$ cat src/rtl/uart_rx_hex_monitor.sv
// ---------------------------------------------------------------------------
// uart_rx_hex_monitor
//
// Fabric-side UART receiver that listens on the SoC transmit line. Each good
// byte is delivered with a one-cycle strobe. The last four bytes are kept in
// a history register and shown on eight active-low 7-segment displays:
// the newest byte is on hex1:hex0 and the oldest on hex7:hex6.
//
// Frame format: 8N1 by default. If UART_RX_PARITY_EN is defined, the frame
// is 8E1 and parity_err becomes active.
//
// Ports:
//   clk            system clock
//   reset          asynchronous, active-high reset
//   rxd            serial input (idle high, asynchronous to clk)
//   rx_data[7:0]   last good byte
//   rx_valid       one-cycle strobe when rx_data updates
//   frame_err      one-cycle strobe on a bad (low) stop bit
//   parity_err     one-cycle strobe on parity mismatch (0 in 8N1 builds)
//   hex0..hex7     active-low segments, bit0=a ... bit6=g
// ---------------------------------------------------------------------------
module uart_rx_hex_monitor #(
  parameter int CLK_HZ = 50000000,
  parameter int BAUD   = 115200,
  parameter int DIV    = (CLK_HZ + BAUD * 8) / (BAUD * 16)
) (
  input  logic       clk,
  input  logic       reset,
  input  logic       rxd,
  output logic [7:0] rx_data,
  output logic       rx_valid,
  output logic       frame_err,
  output logic       parity_err,
  output logic [6:0] hex0,
  output logic [6:0] hex1,
  output logic [6:0] hex2,
  output logic [6:0] hex3,
  output logic [6:0] hex4,
  output logic [6:0] hex5,
  output logic [6:0] hex6,
  output logic [6:0] hex7
);

  localparam int TW = $clog2(DIV);
  localparam logic [TW-1:0] TICK_MAX = TW'(DIV - 1);

  typedef enum logic [2:0] {
    S_IDLE   = 3'd0,
    S_START  = 3'd1,
    S_DATA   = 3'd2,
`ifdef UART_RX_PARITY_EN
    S_PARITY = 3'd3,
`endif
    S_STOP   = 3'd4,
    S_BREAK  = 3'd5
  } state_t;

  // Active-low segment code for one hex digit.
  function automatic logic [6:0] seg7(input logic [3:0] n);
    logic [6:0] s;
    case (n)
      4'h0: s = 7'h40;  4'h1: s = 7'h79;  4'h2: s = 7'h24;  4'h3: s = 7'h30;
      4'h4: s = 7'h19;  4'h5: s = 7'h12;  4'h6: s = 7'h02;  4'h7: s = 7'h78;
      4'h8: s = 7'h00;  4'h9: s = 7'h10;  4'hA: s = 7'h08;  4'hB: s = 7'h03;
      4'hC: s = 7'h46;  4'hD: s = 7'h21;  4'hE: s = 7'h06;  default: s = 7'h0E;
    endcase
    return s;
  endfunction

  // ---------------------------------------------------------------------------
  // Input synchroniser. It resets to the idle level, so leaving reset never
  // looks like a start edge.
  // ---------------------------------------------------------------------------
  logic sync_q, rs_q;

  // NOTE: sequential state uses non-blocking assignments only, so every flop
  // samples the pre-edge value of its neighbours (the synchroniser depends on it).
  always_ff @(posedge clk or posedge reset) begin
    if (reset) begin
      sync_q <= 1'b1;
      rs_q   <= 1'b1;
    end else begin
      sync_q <= rxd;
      rs_q   <= sync_q;
    end
  end

  // ---------------------------------------------------------------------------
  // 1/16-bit tick generator. It is held at 0 in IDLE, so the tick phase lines
  // up with the detected start edge.
  // ---------------------------------------------------------------------------
  state_t          state_q, state_d;
  logic [TW-1:0]   tick_cnt_q, tick_cnt_d;
  logic            tick;

  assign tick = (state_q != S_IDLE) && (tick_cnt_q == TICK_MAX);

  always_comb begin
    if (state_q == S_IDLE || tick_cnt_q == TICK_MAX) tick_cnt_d = '0;
    else                                             tick_cnt_d = tick_cnt_q + TW'(1);
  end

  // ---------------------------------------------------------------------------
  // Receive FSM
  // ---------------------------------------------------------------------------
  logic [3:0]  samp_cnt_q, samp_cnt_d;   // ticks into the current bit
  logic [2:0]  bit_idx_q,  bit_idx_d;
  logic [7:0]  shift_q,    shift_d;
  logic [7:0]  rx_data_q,  rx_data_d;
  logic        rx_valid_q, rx_valid_d;
  logic        frame_err_q, frame_err_d;
  logic [31:0] hist_q,     hist_d;       // byte 0 (bits 7:0) is the newest
`ifdef UART_RX_PARITY_EN
  logic        par_bad_q,  par_bad_d;
  logic        parity_err_q, parity_err_d;
`endif

  // NOTE: every signal driven here gets a default first, so no path through
  // the case statement can leave one unassigned and infer a latch.
  always_comb begin
    state_d     = state_q;
    samp_cnt_d  = samp_cnt_q;
    bit_idx_d   = bit_idx_q;
    shift_d     = shift_q;
    rx_data_d   = rx_data_q;
    rx_valid_d  = 1'b0;
    frame_err_d = 1'b0;
    hist_d      = hist_q;
`ifdef UART_RX_PARITY_EN
    par_bad_d    = par_bad_q;
    parity_err_d = 1'b0;
`endif

    // The 4-bit sample counter wraps 15 -> 0, which starts the next bit.
    if (tick) samp_cnt_d = samp_cnt_q + 4'd1;

    case (state_q)
      S_IDLE: begin
        samp_cnt_d = '0;
        bit_idx_d  = '0;
        if (!rs_q) state_d = S_START;
      end

      S_START: begin
        // Mid start bit. A line that is high again here was a glitch.
        if (tick && samp_cnt_q == 4'd7) begin
          samp_cnt_d = '0;
          bit_idx_d  = '0;
          state_d    = rs_q ? S_IDLE : S_DATA;
        end
      end

      S_DATA: begin
        if (tick && samp_cnt_q == 4'd15) begin
          shift_d   = {rs_q, shift_q[7:1]};  // LSB arrives first
          bit_idx_d = bit_idx_q + 3'd1;
          if (bit_idx_q == 3'd7) begin
`ifdef UART_RX_PARITY_EN
            state_d = S_PARITY;
`else
            state_d = S_STOP;
`endif
          end
        end
      end

`ifdef UART_RX_PARITY_EN
      S_PARITY: begin
        if (tick && samp_cnt_q == 4'd15) begin
          // Even parity: data plus parity bit must hold an even number of ones.
          par_bad_d = rs_q ^ (^shift_q);
          state_d   = S_STOP;
        end
      end
`endif

      S_STOP: begin
        if (tick && samp_cnt_q == 4'd15) begin
          if (rs_q) begin
            rx_data_d  = shift_q;
            rx_valid_d = 1'b1;
            hist_d     = {hist_q[23:0], shift_q};
`ifdef UART_RX_PARITY_EN
            parity_err_d = par_bad_q;
`endif
            // Returning to IDLE now lets a start edge right after the stop
            // mid-sample be accepted.
            state_d = S_IDLE;
          end else begin
            frame_err_d = 1'b1;
            state_d     = S_BREAK;
          end
        end
      end

      S_BREAK: begin
        // Wait for the line to go high so that a held-low line cannot re-trigger.
        if (rs_q) state_d = S_IDLE;
      end

      default: state_d = S_IDLE;
    endcase
  end

  // NOTE: the four-byte history is plain registers with a reset value, not a
  // RAM, because the displays must read "0" right after reset.
  always_ff @(posedge clk or posedge reset) begin
    if (reset) begin
      state_q     <= S_IDLE;
      tick_cnt_q  <= '0;
      samp_cnt_q  <= '0;
      bit_idx_q   <= '0;
      shift_q     <= '0;
      rx_data_q   <= '0;
      rx_valid_q  <= 1'b0;
      frame_err_q <= 1'b0;
      hist_q      <= '0;
`ifdef UART_RX_PARITY_EN
      par_bad_q    <= 1'b0;
      parity_err_q <= 1'b0;
`endif
    end else begin
      state_q     <= state_d;
      tick_cnt_q  <= tick_cnt_d;
      samp_cnt_q  <= samp_cnt_d;
      bit_idx_q   <= bit_idx_d;
      shift_q     <= shift_d;
      rx_data_q   <= rx_data_d;
      rx_valid_q  <= rx_valid_d;
      frame_err_q <= frame_err_d;
      hist_q      <= hist_d;
`ifdef UART_RX_PARITY_EN
      par_bad_q    <= par_bad_d;
      parity_err_q <= parity_err_d;
`endif
    end
  end

  // ---------------------------------------------------------------------------
  // Registered display drive. It lags the history by one cycle.
  // ---------------------------------------------------------------------------
  logic [7:0][6:0] hex_q;

  always_ff @(posedge clk or posedge reset) begin
    if (reset) begin
      hex_q <= {8{7'h40}};
    end else begin
      for (int i = 0; i < 4; i++) begin
        hex_q[2*i]   <= seg7(hist_q[8*i +: 4]);
        hex_q[2*i+1] <= seg7(hist_q[8*i+4 +: 4]);
      end
    end
  end

  assign rx_data   = rx_data_q;
  assign rx_valid  = rx_valid_q;
  assign frame_err = frame_err_q;
`ifdef UART_RX_PARITY_EN
  assign parity_err = parity_err_q;
`else
  assign parity_err = 1'b0;
`endif

  assign hex0 = hex_q[0];
  assign hex1 = hex_q[1];
  assign hex2 = hex_q[2];
  assign hex3 = hex_q[3];
  assign hex4 = hex_q[4];
  assign hex5 = hex_q[5];
  assign hex6 = hex_q[6];
  assign hex7 = hex_q[7];

endmodule

$ cat config.mk
export PLATFORM = sky130hd
export DESIGN_NAME = uart_rx_hex_monitor
export DESIGN_NICKNAME = d
export VERILOG_FILES = /design/src/rtl/uart_rx_hex_monitor.sv
export SDC_FILE = /design/constraint.sdc
export NUM_CORES = 1
export LEC_CHECK = 0
export ABC_AREA = 1
export BUFFER_PORTS_ARGS = -buffer_cell sky130_fd_sc_hd__buf_2
export CAP_MARGIN = 20
export CELL_PAD_IN_SITES_DETAIL_PLACEMENT = 0
export CELL_PAD_IN_SITES_GLOBAL_PLACEMENT = 2
export CORE_MARGIN = 5
export CORE_UTILIZATION = 36
export DETAILED_ROUTE_END_ITERATION = 8
export GPL_ROUTABILITY_DRIVEN = 0
export HOLD_SLACK_MARGIN = 0.12
export PLACE_DENSITY_LB_ADDON = 0.1
export SYNTH_ARGS = -nofsm -noshare
export SYNTH_HDL_FRONTEND = slang
export SYNTH_SLANG_ARGS = --single-unit
$ cat constraint.sdc
create_clock -name clk -period 5.4 [get_ports clk]
set_clock_uncertainty 0.2 [all_clocks]
set_input_delay 1.08 -clock clk [delete_from_list [all_inputs] [get_ports clk]]
set_output_delay 1.08 -clock clk [all_outputs]
set_load 0.05 [all_outputs]
==> run summary, run 1 <==
- run status: finished, final reports clean
- number of buffers inserted during clock tree synthesis: 17
- postcts setup bufs: 0
- startpoint types: flip-flop
- Setup Viol. Count Final: 0
- number of enable flip-flop cells after synthesis: 0
- total buffers and inverters traversed by the critical path: 1
- worst path setup slack after routing: 2.78 ns
- worst stage delay on the critical path: 0.58 ns
- number of gates on the worst path with buffers counted: 1
- Switching Share: 0.213
- total clock sinks: 115
- top achievable clock speed: 382 MHz
- pin count of the biggest net entering global routing: 87
- Vias/cell: 4.61
- Reg-to-Reg End: hist_q[7]$_DFFE_PP0P_
- Design Area, Final: 6860 um^2
- effective utilization at floorplan: 0.365
- CP endpoint kind: output port
- total power divided by cell area: 296 nW/um^2
- root buffer selected by CTS: sky130_fd_sc_hd__clkbuf_16
- CP startpoint: rx_data[2]$_DFFE_PP0P_
- area added between synthesis and finish: 19.2%
- beginning of the worst register-to-register path: tick_cnt_q[0]$_DFF_PP0_
- clock edge transition at the registers on the reported setup and hold paths: 0.06 ns
- clock network fraction of design power: 0.562
- Die X-Extent: 136 um
- core area: 15800 um^2
- global-route usage over all layers: 0.145
- count of endpoints failing hold in the final timing report: 0
- Vias: 4305
- clock insertion delay at the later pin of the skew report: 0.41 ns
- worst hold path type: flip-flop to flip-flop
- share of the clock period used by the worst path after layout: 0.485
- placement-stage cell area: 6200 um^2
- register-to-register path setup slack: 3.05 ns
- CTS max path bufs: 2
- count of placed standard cells including taps: 899
- die outline height: 136 um
- Relative slew margins: 0.528
- TritonRoute pass-1 iters: 4
- data required time at the worst endpoint: 4.12 ns
- first-pass GRT wire length: 21400 um
- utilization after layout: 0.435
- Critical Path Fanout Max: 14
- peak ir drop on the vdd network: 203 uV
- warning count from the yosys run: 0
- drt first-iter violations: 236
- power spent charging and discharging nets: 432 uW
- vias in the first global route: 4346
- leakage power summed over all cells: 3.56 nW
- post-layout instance count excluding filler cells: 933
- count of hold buffers inserted by post-cts repair: 0
- final max-slew violation count: 0
- HPWL Detailed: 8780 um
- Routed wire per std cell: 13.2 um
- Total Neg Setup Slack: 0 ns
- most common cell after layout, fill and taps aside: sky130_fd_sc_hd__nand2_1
- Setup crit end: rx_data[2]
- Post-Syn Area per Cell: 8.94 um^2
- Placement Rows: 46
- total of max-cap violations: 0
- Ports: 70
- internal power: 1.60 mW
- Mapped Nets: 699
- quantity of gates resized following cts: 0
- antenna violations before repair: 0
- number of synthesized register bits: 115
- type of the worst setup path: flip-flop to output port
- unrepaired setup endpoints after global routing: false
- power consumption: 2.03 mW
- cells on worst reg2reg path: 8
- area of the mapped netlist: 5750 um^2
- grt total ovfl: 0
- post-detailed-routing wire length: 12300 um
- setup slack after placement: 2.69 ns
- series of cell instances along the critical path: buf_2
- Main synth FF type: sky130_fd_sc_hd__dfrtp_1
- post-route minimum period: 2.62 ns
- combinational fraction of design power: 0.011
- antenna viol nets, final: 0
- overall die area: 18600 um^2
- Residual DRC: 0
- ratio of cells with drive above 1 in the final layout: 0.173
- CTS tree: built
- Unique masters post-synth: 34
- commonest cells after routing, fill and taps aside: sky130_fd_sc_hd__nand2_1 (144), sky130_fd_sc_hd__dfrtp_1 (105), sky130_fd_sc_hd__buf_2 (68), sky130_fd_sc_hd__inv_1 (67), sky130_fd_sc_hd__ha_1 (53)
- arrival time at the worst endpoint: 1.34 ns
- # port buffers: 68
- Crit path max-delay family: flip-flops
- Max H-tree Level: 4
- cell with the largest stage delay on the worst path: sky130_fd_sc_hd__dfrtp_1
- async set-reset flop share out of synthesis: 1.00
- antenna diode instance count: 0
- net total in the final layout: 760
- transition time of the tightest slew-check pin: 0.706 ns
- Hold Slack: 0.154 ns
- Seq/Total Area, Yosys: 0.503
- power share of the sequential group: 0.427
- gate count after technology mapping: 643
==> kinds of logic after synthesis <==
| group | synth area share |
|---|---|
| and+or+nand+nor | 0.167 |
| DFF | 0.503 |
| xor gates and xnor gates | 0.00609 |
| adders and majority gates | 0.115 |
| AOI/OAI and AO/OA | 0.131 |
| other | 0.000652 |
| buffers and inverters | 0.0773 |
==> flip-flops by register name (all words and copies together), names as in the netlist <==
name,flops
hist_q,25
shift_q,8
hex0,7
hex1,7
hex2,7
hex3,7
hex4,7
hex5,7
hex6,7
hex7,7
rx_data,7
tick_cnt_q,5
samp_cnt_q,4
bit_idx_q,3
state_q,3
frame_err,1
rs_q,1
rx_valid,1
sync_q,1
==> how the worst min path moves through the flow <==
stage,startpoint,endpoint,cells after the start
floorplan,sync_q$_DFF_PP1_,rs_q$_DFF_PP1_,0
global placement,sync_q$_DFF_PP1_,rs_q$_DFF_PP1_,0
detailed placement,sync_q$_DFF_PP1_,rs_q$_DFF_PP1_,0
CTS,sync_q$_DFF_PP1_,rs_q$_DFF_PP1_,0
global route,sync_q$_DFF_PP1_,rs_q$_DFF_PP1_,0
finish,sync_q$_DFF_PP1_,rs_q$_DFF_PP1_,0
==> per-layer routing <==
| metal | share of wire | up-vias | wire, um | GRT usage |
|---|---|---|---|---|
| met1 | 0.46 | 2038 | 5600 | 0.180 |
| met2 | 0.49 | 65 | 6080 | 0.241 |
| li1 | - | 2188 | - | - |
| met4 | 0.013 | 0 | 165 | 0.0577 |
| met3 | 0.036 | 14 | 447 | 0.0374 |
| met5 | 0 | - | 0 | 0 |
==> layout make-up <==
| cell class | instances | area (um^2) |
|---|---|---|
| Fill cell | 1613 | 8910 |
| Clock inverter | 15 | 184 |
| Clock buffer | 17 | 425 |
| Timing Repair Buffer | 72 | 398 |
| Sequential cell | 115 | 2890 |
| Multi-Input combinational cell | 426 | 2410 |
| Tap cell | 216 | 270 |
| Inverter | 72 | 273 |
==> cells in the mapped netlist (all sizes together), types with 2 or more instances <==
library cell  count  area, um^2
nand2           145         547
a32o              2        20.0
nor2             48         195
clkbuf           14        52.6
dfrtp           105        2630
o21ai            73         365
xor2              3        26.3
inv              69         259
buf              16         121
dfstp            10         263
nand3            31         168
clkinv            3        11.3
o211ai            4        30.0
ha               53         663
nor3              4        42.5
a32oi             3        26.3
a21oi            46         230
o31ai             7        52.6
==> power groups by stage <==
| stage | combinational [mW] | clock (mW) | sequential, mW |
|---|---|---|---|
| 3_3_place_gp | 0.0215 | 0 | 0.880 |
| 2_1_floorplan | 0.0156 | 0 | 0.879 |
| 3_5_place_dp | 0.0223 | 0 | 0.880 |
| 6_report | 0.0229 | 1.14 | 0.865 |
| 4_1_cts | 0.0222 | 1.18 | 0.865 |
| 5_1_grt | 0.0278 | 1.22 | 0.864 |
No activity file was read; power rests on OpenSTA's default activity.
==> run 2, diff against run 1 <==
--- a/config.mk
+++ b/config.mk
@@ -11,7 +11,7 @@
 export CELL_PAD_IN_SITES_DETAIL_PLACEMENT = 0
 export CELL_PAD_IN_SITES_GLOBAL_PLACEMENT = 2
 export CORE_MARGIN = 5
-export CORE_UTILIZATION = 36
+export CORE_UTILIZATION = 32
 export DETAILED_ROUTE_END_ITERATION = 8
 export GPL_ROUTABILITY_DRIVEN = 0
 export HOLD_SLACK_MARGIN = 0.12
==> constraint.sdc (replaced) <==
create_clock -name clk -period 2.1 [get_ports clk]
set_clock_uncertainty 0.2 [all_clocks]
set_input_delay 0.42 -clock clk [delete_from_list [all_inputs] [get_ports clk]]
set_output_delay 0.42 -clock clk [all_outputs]
set_load 0.05 [all_outputs]
==> run 2 against run 1 <==
Compared with the run above:
- utilization fell by 4.9 points
- clock-buffer cell count rose by 9
- largest cell class unchanged
- cell area rose by 0.33%
==> run summary, run 2 (same netlist as run 1, synthesis figures left out) <==
- run status: finished, final reports clean
- CTS tree: built
- ratio of cells with drive above 1 in the final layout: 0.166
- peak ir drop on the vdd network: 519 uV
- highest metal layer used by the detailed router: met4
- clock edge transition at the registers on the reported setup and hold paths: 0.05 ns
- wire length the detailed router placed on met1: 6120 um
- largest registers ranked by flip-flop count: hist_q: 25 flops, shift_q: 8 flops
- CTS max path bufs: 2
- core area: 17800 um^2
- type of the worst setup path: flip-flop to output port
- antenna viol nets, final: 0
- HPWL Detailed: 9320 um
- Residual DRC: 0
- most common cell after layout, fill and taps aside: sky130_fd_sc_hd__nand2_1
- worst stage delay on the critical path: 0.60 ns
- global-route usage over all layers: 0.130
- unrepaired setup endpoints after global routing: false
- first-pass GRT wire length: 21300 um
- count of endpoints failing hold in the final timing report: 0
- Ports: 70
- Hold Slack: 0.155 ns
- post-route minimum period: 1.99 ns
- area added between synthesis and finish: 19.6%
- worst hold path type: flip-flop to flip-flop
- total of max-cap violations: 0
- TritonRoute pass-1 iters: 4
- number of flip-flops in the largest register: 25
- die outline height: 144 um
- root buffer selected by CTS: sky130_fd_sc_hd__clkbuf_16
- Setup Viol. Count Final: 0
- grt total ovfl: 0
- Vias: 4410
- clock insertion delay at the later pin of the skew report: 0.41 ns
- Placement Rows: 49
- commonest cells after routing, fill and taps aside: sky130_fd_sc_hd__nand2_1 (144), sky130_fd_sc_hd__dfrtp_1 (105), sky130_fd_sc_hd__buf_2 (68), sky130_fd_sc_hd__inv_1 (67), sky130_fd_sc_hd__ha_1 (53)
- share of the clock period used by the worst path after layout: 0.947
- post-detailed-routing wire length: 12800 um
- met3 wirelength from detailed routing: 512 um
- Max H-tree Level: 4
- CP endpoint kind: output port
- total power divided by cell area: 719 nW/um^2
- total clock sinks: 115
- total buffers and inverters traversed by the critical path: 1
- # port buffers: 68
- series of cell instances along the critical path: buf_2
- postcts setup bufs: 0
- overall die area: 20700 um^2
- startpoint types: flip-flop
- drt first-iter violations: 235
- Vias/cell: 4.64
- Die X-Extent: 144 um
- transition time of the tightest slew-check pin: 0.515 ns
- number of buffers inserted during clock tree synthesis: 17
- Routed wire per std cell: 13.4 um
- pin count of the biggest net entering global routing: 41
- Critical Path Fanout Max: 14
- data required time at the worst endpoint: 1.48 ns
- effective utilization at floorplan: 0.322
- net total in the final layout: 764
- Total Neg Setup Slack: 0 ns
- Crit path max-delay family: flip-flops
- routed wl met2: 5960 um
- antenna violations before repair: 0
- Relative slew margins: 0.656
- Largest Register: hist_q
- leakage power summed over all cells: 3.58 nW
- vias in the first global route: 4246
- setup slack after placement: 0.253 ns
- power consumption: 4.95 mW
- arrival time at the worst endpoint: 1.37 ns
- final max-slew violation count: 0
- top achievable clock speed: 503 MHz
- cell with the largest stage delay on the worst path: sky130_fd_sc_hd__dfrtp_1
- worst path setup slack after routing: 0.111 ns
- quantity of gates resized following cts: 0
- antenna diode instance count: 0
## run 2: changes by cell type in the layout (fill, tap and decap cells not counted), moves of 2 or more
cell | before | now
sky130_fd_sc_hd__buf_12 | 0 | 5
sky130_fd_sc_hd__bufinv_16 | 3 | 1
sky130_fd_sc_hd__clkbuf_1 | 0 | 6
sky130_fd_sc_hd__clkbuf_8 | 0 | 3
sky130_fd_sc_hd__clkinv_2 | 1 | 5
sky130_fd_sc_hd__clkinv_4 | 3 | 0
sky130_fd_sc_hd__clkinvlp_4 | 6 | 1
sky130_fd_sc_hd__dlygate4sd3_1 | 0 | 2
sky130_fd_sc_hd__inv_6 | 2 | 0
## run 2: path summary, 6_finish.rpt
check | start | cells past startpoint | end | slack [ns]
min in group asynchronous | reset | 3 | hex1[2]$_DFF_PP0_ | 0.37
max reg2reg | tick_cnt_q[0]$_DFF_PP0_ | 9 | hist_q[10]$_DFFE_PP0P_ | 0.26
min reg2reg | sync_q$_DFF_PP1_ | 0 | rs_q$_DFF_PP1_ | 0.16
min | sync_q$_DFF_PP1_ | 0 | rs_q$_DFF_PP1_ | 0.16
max in group asynchronous | reset | 4 | hex0[6]$_DFF_PP1_ | 0.72
max | rx_data[2]$_DFFE_PP0P_ | 1 | rx_data[2] | 0.11
## run 2: stage by stage
| step | utilization | std cells | instance area, um^2 |
|---|---|---|---|
| after detailed placement | 0.354 | 916 | 6310 |
| after CTS | 0.386 | 950 | 6880 |
| after global routing | 0.386 | 950 | 6880 |
| after floorplan | - | 643 | 5750 |
| after global placement | 0.354 | 916 | 6310 |
| final | 0.386 | 950 | 6880 |
## run 2: layer usage
metal | vias up | GRT usage
li1 | 2207 | -
met1 | 2126 | 0.173
met2 | 66 | 0.203
met3 | 11 | 0.0331
met4 | 0 | 0.0491
met5 | - | 0
## run 2: power by group
| part | internal [mW] | leakage, nW | switching [mW] |
|---|---|---|---|
| Sequential | 2.22 | 1.55 | 0.00196 |
| Clock | 1.71 | 0.272 | 0.943 |
| Combinational | 0.0171 | 1.76 | 0.0519 |
| Total | 3.95 | 3.58 | 0.997 |
## run 2: final cells by class
class | instances | area (um^2)
clock buffer | 26 | 489
sequential | 115 | 2890
timing repair buffer | 76 | 468
clock inverter | 6 | 55.1
multi-input combinational | 426 | 2410
inverter | 72 | 274
fill | 1843 | 11000
tap | 229 | 287
## run 2: what timing repair did
item | in CTS | in global routing
endpoints found under the hold margin | 12 | 0
endpoints found under the setup margin | 0 | 0
hold buffers | 2 | 0
==> run 3, diff against run 2 <==
--- a/config.mk
+++ b/config.mk
@@ -11,10 +11,9 @@
 export CELL_PAD_IN_SITES_DETAIL_PLACEMENT = 0
 export CELL_PAD_IN_SITES_GLOBAL_PLACEMENT = 2
 export CORE_MARGIN = 5
-export CORE_UTILIZATION = 32
+export CORE_UTILIZATION = 39
 export DETAILED_ROUTE_END_ITERATION = 8
 export GPL_ROUTABILITY_DRIVEN = 0
-export HOLD_SLACK_MARGIN = 0.12
 export PLACE_DENSITY_LB_ADDON = 0.1
 export SYNTH_ARGS = -nofsm -noshare
 export SYNTH_HDL_FRONTEND = slang
==> constraint.sdc (replaced) <==
create_clock -name clk -period 2.3 [get_ports clk]
set_clock_uncertainty 0.2 [all_clocks]
set_input_delay 0.46 -clock clk [delete_from_list [all_inputs] [get_ports clk]]
set_output_delay 0.46 -clock clk [all_outputs]
set_load 0.05 [all_outputs]
==> run 3 against run 2 <==
Compared with the run above:
- final cell count is 5.1% lower
- first-iteration DRC count is 8.5% higher
- clock-buffer cell count is 2 higher
- utilization is 8.4 points higher
- flip-flop and latch count stayed put
- via count is 1.3% lower
- global-route usage is 1.7 points higher
- wire length is 5.4% lower
- critical path depth stayed put
- power is 7.3% lower
- worst setup slack better by 0.25 ns
- critical path type unchanged
==> run summary, run 3 (same netlist as run 1, synthesis figures left out) <==
- worst stage delay on the critical path: 0.53 ns
- register cell area after layout: 2890 um^2
- drt first-iter violations: 255
- final max-slew violation count: 0
- Crit path max-delay family: flip-flops
- total of max-cap violations: 0
- die outline height: 131 um
- busiest metal layer after global routing: met2
- area of the multi-input gates: 2410 um^2
- met2 capacity usage during global routing: 0.223
- first-pass GRT wire length: 21200 um
- antenna diode instance count: 0
- transition time of the tightest slew-check pin: 0.621 ns
- CTS tree: built
- clock insertion delay at the later pin of the skew report: 0.41 ns
- total power divided by cell area: 674 nW/um^2
- Vias/cell: 4.82
- CP endpoint kind: output port
- post-route minimum period: 1.94 ns
- core area: 14500 um^2
- Ports: 70
- number of buffers inserted during clock tree synthesis: 17
- TritonRoute pass-1 iters: 4
- quantity of gates resized following cts: 0
- Relative slew margins: 0.586
- met1 Resource Use GR: 0.196
- data required time at the worst endpoint: 1.64 ns
- HPWL Detailed: 8420 um
- peak ir drop on the vdd network: 410 uV
- Residual DRC: 0
- net total in the final layout: 761
- power consumption: 4.58 mW
- vias in the first global route: 4359
- run status: finished, final reports clean
- Total Neg Setup Slack: 0 ns
- post-detailed-routing wire length: 12100 um
- Routed wire per std cell: 13.4 um
- most common cell after layout, fill and taps aside: sky130_fd_sc_hd__nand2_1
- largest registers ranked by flip-flop count: hist_q: 25 flops, shift_q: 8 flops
- cell with the largest stage delay on the worst path: sky130_fd_sc_hd__dfrtp_1
- Vias: 4352
- antenna viol nets, final: 0
- Die X-Extent: 131 um
- unrepaired setup endpoints after global routing: false
- global-route usage over all layers: 0.147
- worst hold path type: input port to asynchronous set/reset pin
- effective utilization at floorplan: 0.397
- # port buffers: 68
- antenna violations before repair: 0
- Filler Cells Inserted: 1422
- arrival time at the worst endpoint: 1.28 ns
- pin count of the biggest net entering global routing: 116
- clock edge transition at the registers on the reported setup and hold paths: 0.05 ns
- top achievable clock speed: 517 MHz
- ratio of cells with drive above 1 in the final layout: 0.166
- total buffers and inverters traversed by the critical path: 1
- Setup Viol. Count Final: 0
- grt total ovfl: 0
- overall die area: 17300 um^2
- total clock sinks: 115
- share of the clock period used by the worst path after layout: 0.842
- CTS max path bufs: 2
- met3 track demand over resource: 0.0428
- Largest Register: hist_q
- root buffer selected by CTS: sky130_fd_sc_hd__clkbuf_16
- area added between synthesis and finish: 18.3%
- series of cell instances along the critical path: buf_2
- Placement Rows: 44
- startpoint types: flip-flop
- number of flip-flops in the largest register: 25
- commonest cells after routing, fill and taps aside: sky130_fd_sc_hd__nand2_1 (144), sky130_fd_sc_hd__dfrtp_1 (105), sky130_fd_sc_hd__buf_2 (68), sky130_fd_sc_hd__inv_1 (67), sky130_fd_sc_hd__ha_1 (53)
- Max H-tree Level: 4
- Critical Path Fanout Max: 9
- type of the worst setup path: flip-flop to output port
- count of endpoints failing hold in the final timing report: 0
- leakage power summed over all cells: 3.57 nW
[run 3: path summary, 6_finish.rpt]
check                                         from                      to  slack [ns]  cells past startpoint
hold reg to reg                   sync_q$_DFF_PP1_          rs_q$_DFF_PP1_        0.16                      0
hold / removal                               reset       hex1[0]$_DFF_PP0_        0.02                      3
setup / recovery            rx_data[6]$_DFFE_PP0P_              rx_data[6]        0.36                      1
min in group clk                  sync_q$_DFF_PP1_          rs_q$_DFF_PP1_        0.16                      0
setup reg to reg           tick_cnt_q[0]$_DFF_PP0_  hist_q[21]$_DFFE_PP0P_        0.44                      9
max in group asynchronous                    reset  hist_q[29]$_DFFE_PP0P_        1.39                      3
[run 3: metrics by stage]
stage / utilization / hold slack, ns / cell area [um^2] / setup slack, ns / std cells
6_report: 0.470 / 0.0237 / 6800 / 0.364 / 902
5_1_grt: 0.470 / 0.103 / 6800 / 0.285 / 902
4_1_cts: 0.470 / 0.0620 / 6800 / 0.351 / 902
3_5_place_dp: 0.429 / 0.158 / 6220 / 0.439 / 869
3_3_place_gp: 0.429 / 0.154 / 6220 / 0.471 / 869
2_1_floorplan: - / 0.145 / 5750 / 0.249 / 643
[run 3: layout make-up]
| class | instances | area share |
|---|---|---|
| Sequential cell | 115 | 0.425 |
| Tap cell | 184 | 0.0339 |
| Timing Repair Buffer | 73 | 0.0615 |
| Clock inverter | 4 | 0.00662 |
| Inverter | 72 | 0.0403 |
| Clock buffer | 28 | 0.0775 |
| Multi-Input combinational cell | 426 | 0.355 |
[run 3: where the power goes]
group          total, mW  internal (mW)  switching, mW  leakage, nW
Sequential          2.03           2.03        0.00177         1.55
Combinational     0.0520        0.00676         0.0452         1.74
Clock               2.50           1.65          0.847        0.284
Total               4.58           3.69          0.894         3.57
[run 3: what timing repair did]
item,4_1_cts,5_1_grt
hold buffers,1,0
hold endpoints to repair,1,0
endpoints found under the setup margin,0,0
buffers inserted,0,0
[run 3: routing by layer]
metal	part of all wire	vias to the layer above
li1	-	2199
met1	0.48	2059
met2	0.45	78
met3	0.049	16
met4	0.019	0
met5	0	-
